===== src/rtl/mem_arb_rr_pkg.sv =====
// Shared types for the cache-miss memory arbiter.
// FSM state encodings and priority-mode selectors.
package mem_arb_rr_pkg;

  typedef enum logic [1:0] {
    ST_IDLE = 2'd0,
    ST_WB   = 2'd1,
    ST_RD   = 2'd2,
    ST_DONE = 2'd3
  } arb_st_e;

  localparam int PRIO_RR    = 0;
  localparam int PRIO_FIXED = 1;

endpackage


===== src/rtl/mem_arb_rr_pick.sv =====
// Combinational channel picker: rotating search from ptr,
// or lowest-index-wins when fixed is set.
module mem_arb_rr_pick #(
  parameter int NUM_CH = 2,
  parameter int IDX_W  = 1
) (
  input  logic [NUM_CH-1:0] req,
  input  logic [IDX_W-1:0]  ptr,
  input  logic              fixed,
  output logic [NUM_CH-1:0] grant,
  output logic [IDX_W-1:0]  idx,
  output logic              any
);

  always_comb begin
    int c;
    grant = '0;
    idx   = '0;
    any   = 1'b0;
    c     = 0;
    for (int i = 0; i < NUM_CH; i++) begin
      c = fixed ? i : int'(ptr) + i;
      if (c >= NUM_CH) c = c - NUM_CH;
      if (!any && req[c]) begin
        any      = 1'b1;
        grant[c] = 1'b1;
        idx      = IDX_W'(c);
      end
    end
  end

endmodule


===== src/rtl/mem_arb_rr.sv =====
// N-channel miss arbiter in front of the unified memory:
// optional dirty write-back, then line fill, then one-cycle ack.
module mem_arb_rr
  import mem_arb_rr_pkg::*;
#(
  parameter int NUM_CH    = 2,
  parameter int ADDR_W    = 14,
  parameter int LINE_W    = 64,
  parameter int PRIO_MODE = 0
) (
  input  logic                       clk,
  input  logic                       rst_n,
  input  logic [NUM_CH-1:0]          req,
  input  logic [NUM_CH-1:0]          wb,
  input  logic [NUM_CH*ADDR_W-1:0]   wb_addr,
  input  logic [NUM_CH*LINE_W-1:0]   wb_data,
  input  logic [NUM_CH*ADDR_W-1:0]   rd_addr,
  output logic [NUM_CH-1:0]          ack,
  output logic [LINE_W-1:0]          rd_data,
  output logic                       busy,
  output logic                       mem_re,
  output logic                       mem_we,
  output logic [ADDR_W-1:0]          mem_addr,
  output logic [LINE_W-1:0]          mem_wdata,
  input  logic [LINE_W-1:0]          mem_rdata,
  input  logic                       mem_rdy
);

  localparam int IDX_W = $clog2(NUM_CH);
  localparam bit FIXED = (PRIO_MODE == PRIO_FIXED);

  arb_st_e st_q, st_d;

  logic [IDX_W-1:0]  ptr_q, ptr_d;
  logic [IDX_W-1:0]  g_q, g_d;
  logic [NUM_CH-1:0] goh_q, goh_d;
  logic [ADDR_W-1:0] rda_q, rda_d;

  logic [NUM_CH-1:0] pick_oh;
  logic [IDX_W-1:0]  pick_idx;
  logic              pick_any;

  logic [NUM_CH-1:0] ack_d;
  logic [LINE_W-1:0] rd_data_d;
  logic              busy_d;
  logic              re_d;
  logic              we_d;
  logic [ADDR_W-1:0] addr_d;
  logic [LINE_W-1:0] wdata_d;

  mem_arb_rr_pick #(
    .NUM_CH (NUM_CH),
    .IDX_W  (IDX_W)
  ) u_pick (
    .req   (req),
    .ptr   (ptr_q),
    .fixed (1'(FIXED)),
    .grant (pick_oh),
    .idx   (pick_idx),
    .any   (pick_any)
  );

  always_comb begin
    st_d      = st_q;
    ptr_d     = ptr_q;
    g_d       = g_q;
    goh_d     = goh_q;
    rda_d     = rda_q;
    ack_d     = '0;
    rd_data_d = '0;
    re_d      = mem_re;
    we_d      = mem_we;
    addr_d    = mem_addr;
    wdata_d   = mem_wdata;
    unique case (st_q)
      ST_IDLE: begin
        if (pick_any) begin
          g_d   = pick_idx;
          goh_d = pick_oh;
          rda_d = rd_addr[int'(pick_idx)*ADDR_W +: ADDR_W];
          if (wb[pick_idx]) begin
            st_d    = ST_WB;
            we_d    = 1'b1;
            addr_d  = wb_addr[int'(pick_idx)*ADDR_W +: ADDR_W];
            wdata_d = wb_data[int'(pick_idx)*LINE_W +: LINE_W];
          end else begin
            st_d   = ST_RD;
            re_d   = 1'b1;
            addr_d = rd_addr[int'(pick_idx)*ADDR_W +: ADDR_W];
          end
        end
      end
      ST_WB: begin
        if (mem_rdy) begin
          st_d    = ST_RD;
          we_d    = 1'b0;
          re_d    = 1'b1;
          addr_d  = rda_q;
          wdata_d = '0;
        end
      end
      ST_RD: begin
        if (mem_rdy) begin
          st_d      = ST_DONE;
          re_d      = 1'b0;
          addr_d    = '0;
          ack_d     = goh_q;
          rd_data_d = mem_rdata;
        end
      end
      ST_DONE: begin
        st_d = ST_IDLE;
        // Next search starts just past the channel we served.
        if (!FIXED) begin
          ptr_d = (int'(g_q) == NUM_CH - 1) ? '0 : g_q + IDX_W'(1);
        end
      end
      default: st_d = ST_IDLE;
    endcase
    busy_d = (st_d != ST_IDLE);
  end

  always_ff @(posedge clk or negedge rst_n) begin
    if (!rst_n) begin
      st_q      <= ST_IDLE;
      ptr_q     <= '0;
      g_q       <= '0;
      goh_q     <= '0;
      rda_q     <= '0;
      ack       <= '0;
      rd_data   <= '0;
      busy      <= 1'b0;
      mem_re    <= 1'b0;
      mem_we    <= 1'b0;
      mem_addr  <= '0;
      mem_wdata <= '0;
    end else begin
      st_q      <= st_d;
      ptr_q     <= ptr_d;
      g_q       <= g_d;
      goh_q     <= goh_d;
      rda_q     <= rda_d;
      ack       <= ack_d;
      rd_data   <= rd_data_d;
      busy      <= busy_d;
      mem_re    <= re_d;
      mem_we    <= we_d;
      mem_addr  <= addr_d;
      mem_wdata <= wdata_d;
    end
  end

endmodule


===== config.mk =====
export PLATFORM = sky130hd
export DESIGN_NAME = mem_arb_rr
export DESIGN_NICKNAME = d
export VERILOG_FILES = /design/src/rtl/mem_arb_rr_pkg.sv /design/src/rtl/mem_arb_rr_pick.sv /design/src/rtl/mem_arb_rr.sv
export SDC_FILE = /design/constraint.sdc
export NUM_CORES = 1
export LEC_CHECK = 0
export ABC_AREA = 1
export CAP_MARGIN = 0
export CORE_AREA = 4 4 154 156
export DETAILED_ROUTE_END_ITERATION = 12
export DIE_AREA = 0 0 158 160
export PLACE_DENSITY = 0.76
export SYNTH_ARGS = -nofsm -noshare
export SYNTH_HDL_FRONTEND = slang
export SYNTH_SLANG_ARGS = --single-unit

===== constraint.sdc =====
create_clock -name clk -period 2.17 [get_ports clk]
set_input_delay 0.434 -clock clk [delete_from_list [all_inputs] [get_ports clk]]
set_output_delay 0.434 -clock clk [all_outputs]
set_load 0.03 [all_outputs]

# ---- Word-level counts from Yosys, hierarchy flattened
# Index checks and enable logic that the tools add are counted.
dict set report totals {
  regBits 167
  input_bits 255
  out_inout_bits 147
  word_cells 95
}
dict set report op_classes {
  n_addsub 4
  n_mul 1
  magnitude_cmp 7
  n_eq_ne 8
  shifts 3
  n_mux 47
  bitwise 1
  n_reduce_logical 12
}
# operator count
set ops {}
lappend ops {{$mux W64} 5}
lappend ops {{$pmux W64 S2} 1}
lappend ops {{$shiftx A128 B8 Y64} 1}
lappend ops {{$ge A32 B1 Y1 const B} 2}
lappend ops {{$lt A32 B3 Y1 const B} 2}
lappend ops {{$mux W32} 2}
lappend ops {{$mux W14} 4}
lappend ops {{$pmux W14 S3} 1}
lappend ops {{$ge A32 B3 Y1 const B} 1}
lappend ops {{$shiftx A28 B32 Y14} 1}
lappend ops {{$sub A32 B3 Y32 const B} 1}
lappend ops {{$shiftx A28 B6 Y14} 1}
lappend ops {{$mux W1} 21}
lappend ops {{$mux W2} 8}
lappend ops {{$ne A2 B2 Y1 const B} 5}
lappend ops {{$pmux W2 S4} 1}
lappend ops {{$reduce_and A4 Y1} 2}
lappend ops {{$reduce_and A5 Y1} 1}
lappend ops {{$eq A2 B2 Y1 const B} 2}
lappend ops {{$mul A1 B3 Y4 const B} 1}
lappend ops {{$reduce_bool A2 Y1} 2}
lappend ops {{$logic_and A1 B1 Y1} 3}
lappend ops {{$pmux W1 S3} 1}
lappend ops {{$reduce_bool A3 Y1} 1}
lappend ops {{12 further kinds} 13}

# ---- Longest topological paths before layout
dict set report logic_depth {
  depth_word 15
  depth_mapped 12
  depth_no_buf 10
}

# ---- Modules after synthesis
# Synthesis repeated with hierarchy kept, for this count alone.
dict set report unflattened {
  hier_cells 995
  hier_area_um2 7678.6
}
# module n_inst cells_each area_each_um2 seq_area_each_um2
set modules_own_cells {}
lappend modules_own_cells {mem_arb_rr 1 986 7636.1 4179.0}
lappend modules_own_cells {mem_arb_rr_pick 1 9 42.5 0.0}

# ---- Least setup slack after synthesis
# Ideal clock, no wire load.
dict set report synth_timing {
  path_kind {reg-to-reg}
  startpoint {reg st_q[0]}
  endpoint {reg mem_addr[10]}
  setup_time_ns 0.120
  t_arrival_ns 1.662
  required_time_ns 2.050
  slack_ns 0.388
  stages_incl_launch_ff 8
  path_buffers 1
  synth_period_minus_slack_ns 1.782
  cell_sequence {dfrtp_1 inv_1 ha_1 o21ai_1 clkbuf_1 nand3_1 nor2_1 nor2_1}
}
dict set report synth_via {
  elab_chain_cells 3
  word_cells_on_any_way 9
  cone_classes {eq/ne (5); mux (1); reduce/logical (3)}
}
# item line
set synth_rtl {}
lappend synth_rtl {{from (decl)} mem_arb_rr.sv:32} ;# arb_st_e st_q, st_d;
lappend synth_rtl {{from (signal assigned)} mem_arb_rr.sv:138} ;# st_q <= st_d;
lappend synth_rtl {{$eq A2 B1 Y1, or another cell as far along} mem_arb_rr.sv:75} ;# unique case (st_q)
lappend synth_rtl {{$ne A2 B2 Y1 (no source line) or $reduce_bool A3 Y1 (tied branches)} --}
lappend synth_rtl {{$reduce_and A4 Y1 (no source line)} --}
lappend synth_rtl {{to (signal assigned)} mem_arb_rr.sv:148} ;# mem_addr <= addr_d;
lappend synth_rtl {{to (decl)} mem_arb_rr.sv:23} ;# output logic [ADDR_W-1:0] mem_addr,
# Several ways; a longest one is shown, not always the timed one.
# A chain may end at the register's enable or synchronous reset.

# ---- Worst setup path in the final report
dict set report layout_timing {
  startpoint {reg mem_addr[0]}
  endpoint {out mem_addr[0]}
}
# No word-level cell between the ends.

==> run_results.csv <==
group,metric,value,unit
outcome,status,"finished clean",
layout,fill_cells,1996,
timing,rsz0062_at_grt,"false",
die,initial_utilization,36.1,%
route,route.detailed.drc,0,
layout,fin_cells,1763,
yosys,yosysSeqAreaShare,51.7,%
timing,setup_tns,0,ns
critical_path,path_class,"reg -> out",
timing,hold_slack,0.483,ns
route,routed_wl,27.8,mm
route,post_drt_wl_per_cell,15.8,µm
route,dr_wl_met3,2.98,mm
critical_path,crit_buf_inv,1,
critical_path,startpoint_type,"flop",
critical_path,critPathTopFamily,"buffers and inverters",
cts,cts_tree,"done",
job,drv_cap,0,
die,dieArea,25300,µm²
timing,hold_violations,0,
placed_design,port_buffers,401,
yosys,synth_top_area_share,51.7,%
critical_path,crit_chain,"clkdlybuf4s50_1",
cts,cts-resized-gates,0,
timing,period_share,90.8,%
power,power.switching,7.81,mW
global_route,gr-total-overflow,0,
placed_design,place_area,12500,µm²
global_route,grt_max_degree,67,
layout,drive_gt1_share,5.28,%
yosys,synth_area_per_cell,7.47,µm²
power,p_seq_share,27.3,%
global_route,grt_pass1_wl,42.9,mm
yosys,syn_area,8080,µm²
cts,clk_latency,0.42,ns
timing,setup_violations,0,
layout,multi_input_area,3180,µm²
placed_design,dp_cells,1729,
timing,period_minus_slack,1.97,ns
power,vdd_drop_max,759,µV
route,met2_length,13.9,mm
yosys,synth_area_leader_cell,"dfrtp_1",
route,vias,8273,
timing,drv_slew,0,
critical_path,path_max_fanout,2,
yosys,ys_top_cells_by_area,"dfrtp_1, nand2_1, nor2_1, a21oi_1, o21ai_0",
timing,fmax,508,MHz
power,power_density,1310,nW/µm²
yosys,yosysWarnings,0,
die,die_y,160,µm
timing,skew,0.0113,ns
layout,design_area,13100,µm²
route,drtIter0Drc,550,
route,top_layer,"met4",
critical_path,critPathSlowestCell,"clkdlybuf4s50_1",
placed_design,hpwlAfterDp,21.1,mm
route,ant_nets,0,
power,internal_power,9.44,mW
timing,max_slew.worst_pin.slew,0.717,ns
die,ioPinCount,402,
critical_path,critPathRequiredTime,1.74,ns
power,clkPwrFrac,17.6,%
die,core_area,22400,µm²
cts,clock-root-buffer,"clkbuf_16",
power,switching_share,45.3,%
route,routedLengthMet1,10.4,mm
layout,nets,1724,
yosys,synth_seq_cells,167,
cts,numCtsBuffers,17,
power,static-leakage-power,6.44,nW
cts,htree_num_levels,4,
yosys,syn_inst,1081,
route,first_pass_iters,5,
critical_path,arrival,1.54,ns
critical_path,max_stage_delay,0.75,ns
placed_design,globalplace.congestion,0.827,
layout,final_cell_mix,"nand2_1, clkdlybuf4s50_1, dfrtp_1",
route,via_per_inst,4.69,
die,fp-row-count,55,
yosys,syn-num-nets,1341,
layout,area_growth,62.7,%
global_route,antenna_found_initial,1,
global_route,grt_usage,21.3,%
layout,seq_area,4180,µm²
critical_path,critical_path.endpoint_type,"output pin",
hold_path,hold_path.class,"reg -> reg",
die,die_w,158,µm
cts,clockBufferDepth,2,
yosys,yosys.cell_types.count,23,
layout,final_common_cell,"nand2_1",
timing,slew_headroom,52.2,%
cts,clock_sinks,167,
cts,clk_pin_slew,0.07,ns
power,combPwrFrac,55.1,%
global_route,grt_pass1_vias,8281,
worst paths after layout:
check / to / slack [ns] / cells after the start / startpoint
hold / removal: mem_wdata[28] / 0.48 / 2 / mem_wdata[28]
setup reg to reg: mem_wdata[59] / 0.22 / 6 / st_q[1]
setup / recovery: mem_addr[0] / 0.20 / 1 / mem_addr[0]
max in group asynchronous: rda_q[13] / 0.99 / 3 / rst_n
hold reg to reg: mem_wdata[28] / 0.48 / 2 / mem_wdata[28]
min in group asynchronous: mem_wdata[56] / 0.52 / 2 / rst_n
metal layers:
layer  GRT usage [%]  vias up
li1                -     4075
met1            24.5     3850
met2            37.2      316
met3            8.16       32
met4            5.54        0
met5               0        -
flip-flops by register name, indices dropped and copies added (netlist names):
signal,cells
ack,2
busy,1
g_q,1
goh_q,2
mem_addr,14
mem_re,1
mem_wdata,64
mem_we,1
ptr_q,1
rd_data,64
rda_q,14
st_q,2
layout make-up:
| cell class | instances | share of cell area, % |
|---|---|---|
| antenna | 1 | 0.0190 |
| clock buffer | 17 | 3.24 |
| clock inverter | 15 | 1.37 |
| inverter | 102 | 2.91 |
| multi-input combinational | 744 | 24.2 |
| sequential | 167 | 31.8 |
| tap | 285 | 2.71 |
| timing repair buffer | 432 | 33.8 |
repair_timing:
item                                    4_1_cts  5_1_grt
endpoints found under the setup margin        0        0
hold endpoints to repair                     41        0
buffers inserted                              0        0
hold buffers                                  1        0
cells in the mapped netlist (all sizes together):
cell type,n
inv,102
clkbuf,32
nand3b,14
o21ai,87
nand2,410
o32ai,1
a21oi,78
nor2,128
nand3,20
ha,5
dfrtp,167
a22oi,1
buf,36
through the flow:
stage	utilization [%]	setup slack (ns)	total power, mW
final	58.8	0.200	17.2
after floorplan	-	0.388	10.4
after detailed placement	56.0	-0.114	14.3
after global routing	58.8	0.103	18.5
after CTS	58.8	0.149	17.5
after global placement	56.0	-0.111	14.1
cells by family (layout without fill, tap and decap cells):
| group | count (synthesis) | after routing | share of synthesized area, % |
|---|---|---|---|
| DFF | 167 | 167 | 51.7 |
| other | 0 | 1 | 0 |
| and+or+nand+nor | 572 | 572 | 27.9 |
| buffers and inverters | 170 | 566 | 9.14 |
| adders and majority gates | 5 | 5 | 0.774 |
| AOI/OAI and AO/OA | 167 | 167 | 10.5 |
power by group through the flow:
stage               clock, mW  combinational, mW  sequential, mW
detailed placement          0               9.58            4.76
finish                   3.04               9.50            4.71
global route             3.28               10.4            4.83
floorplan                   0               4.00            6.43
global placement            0               9.42            4.72
CTS                      3.13               9.62            4.71
Note: power is estimated with default switching activity, not from simulation.
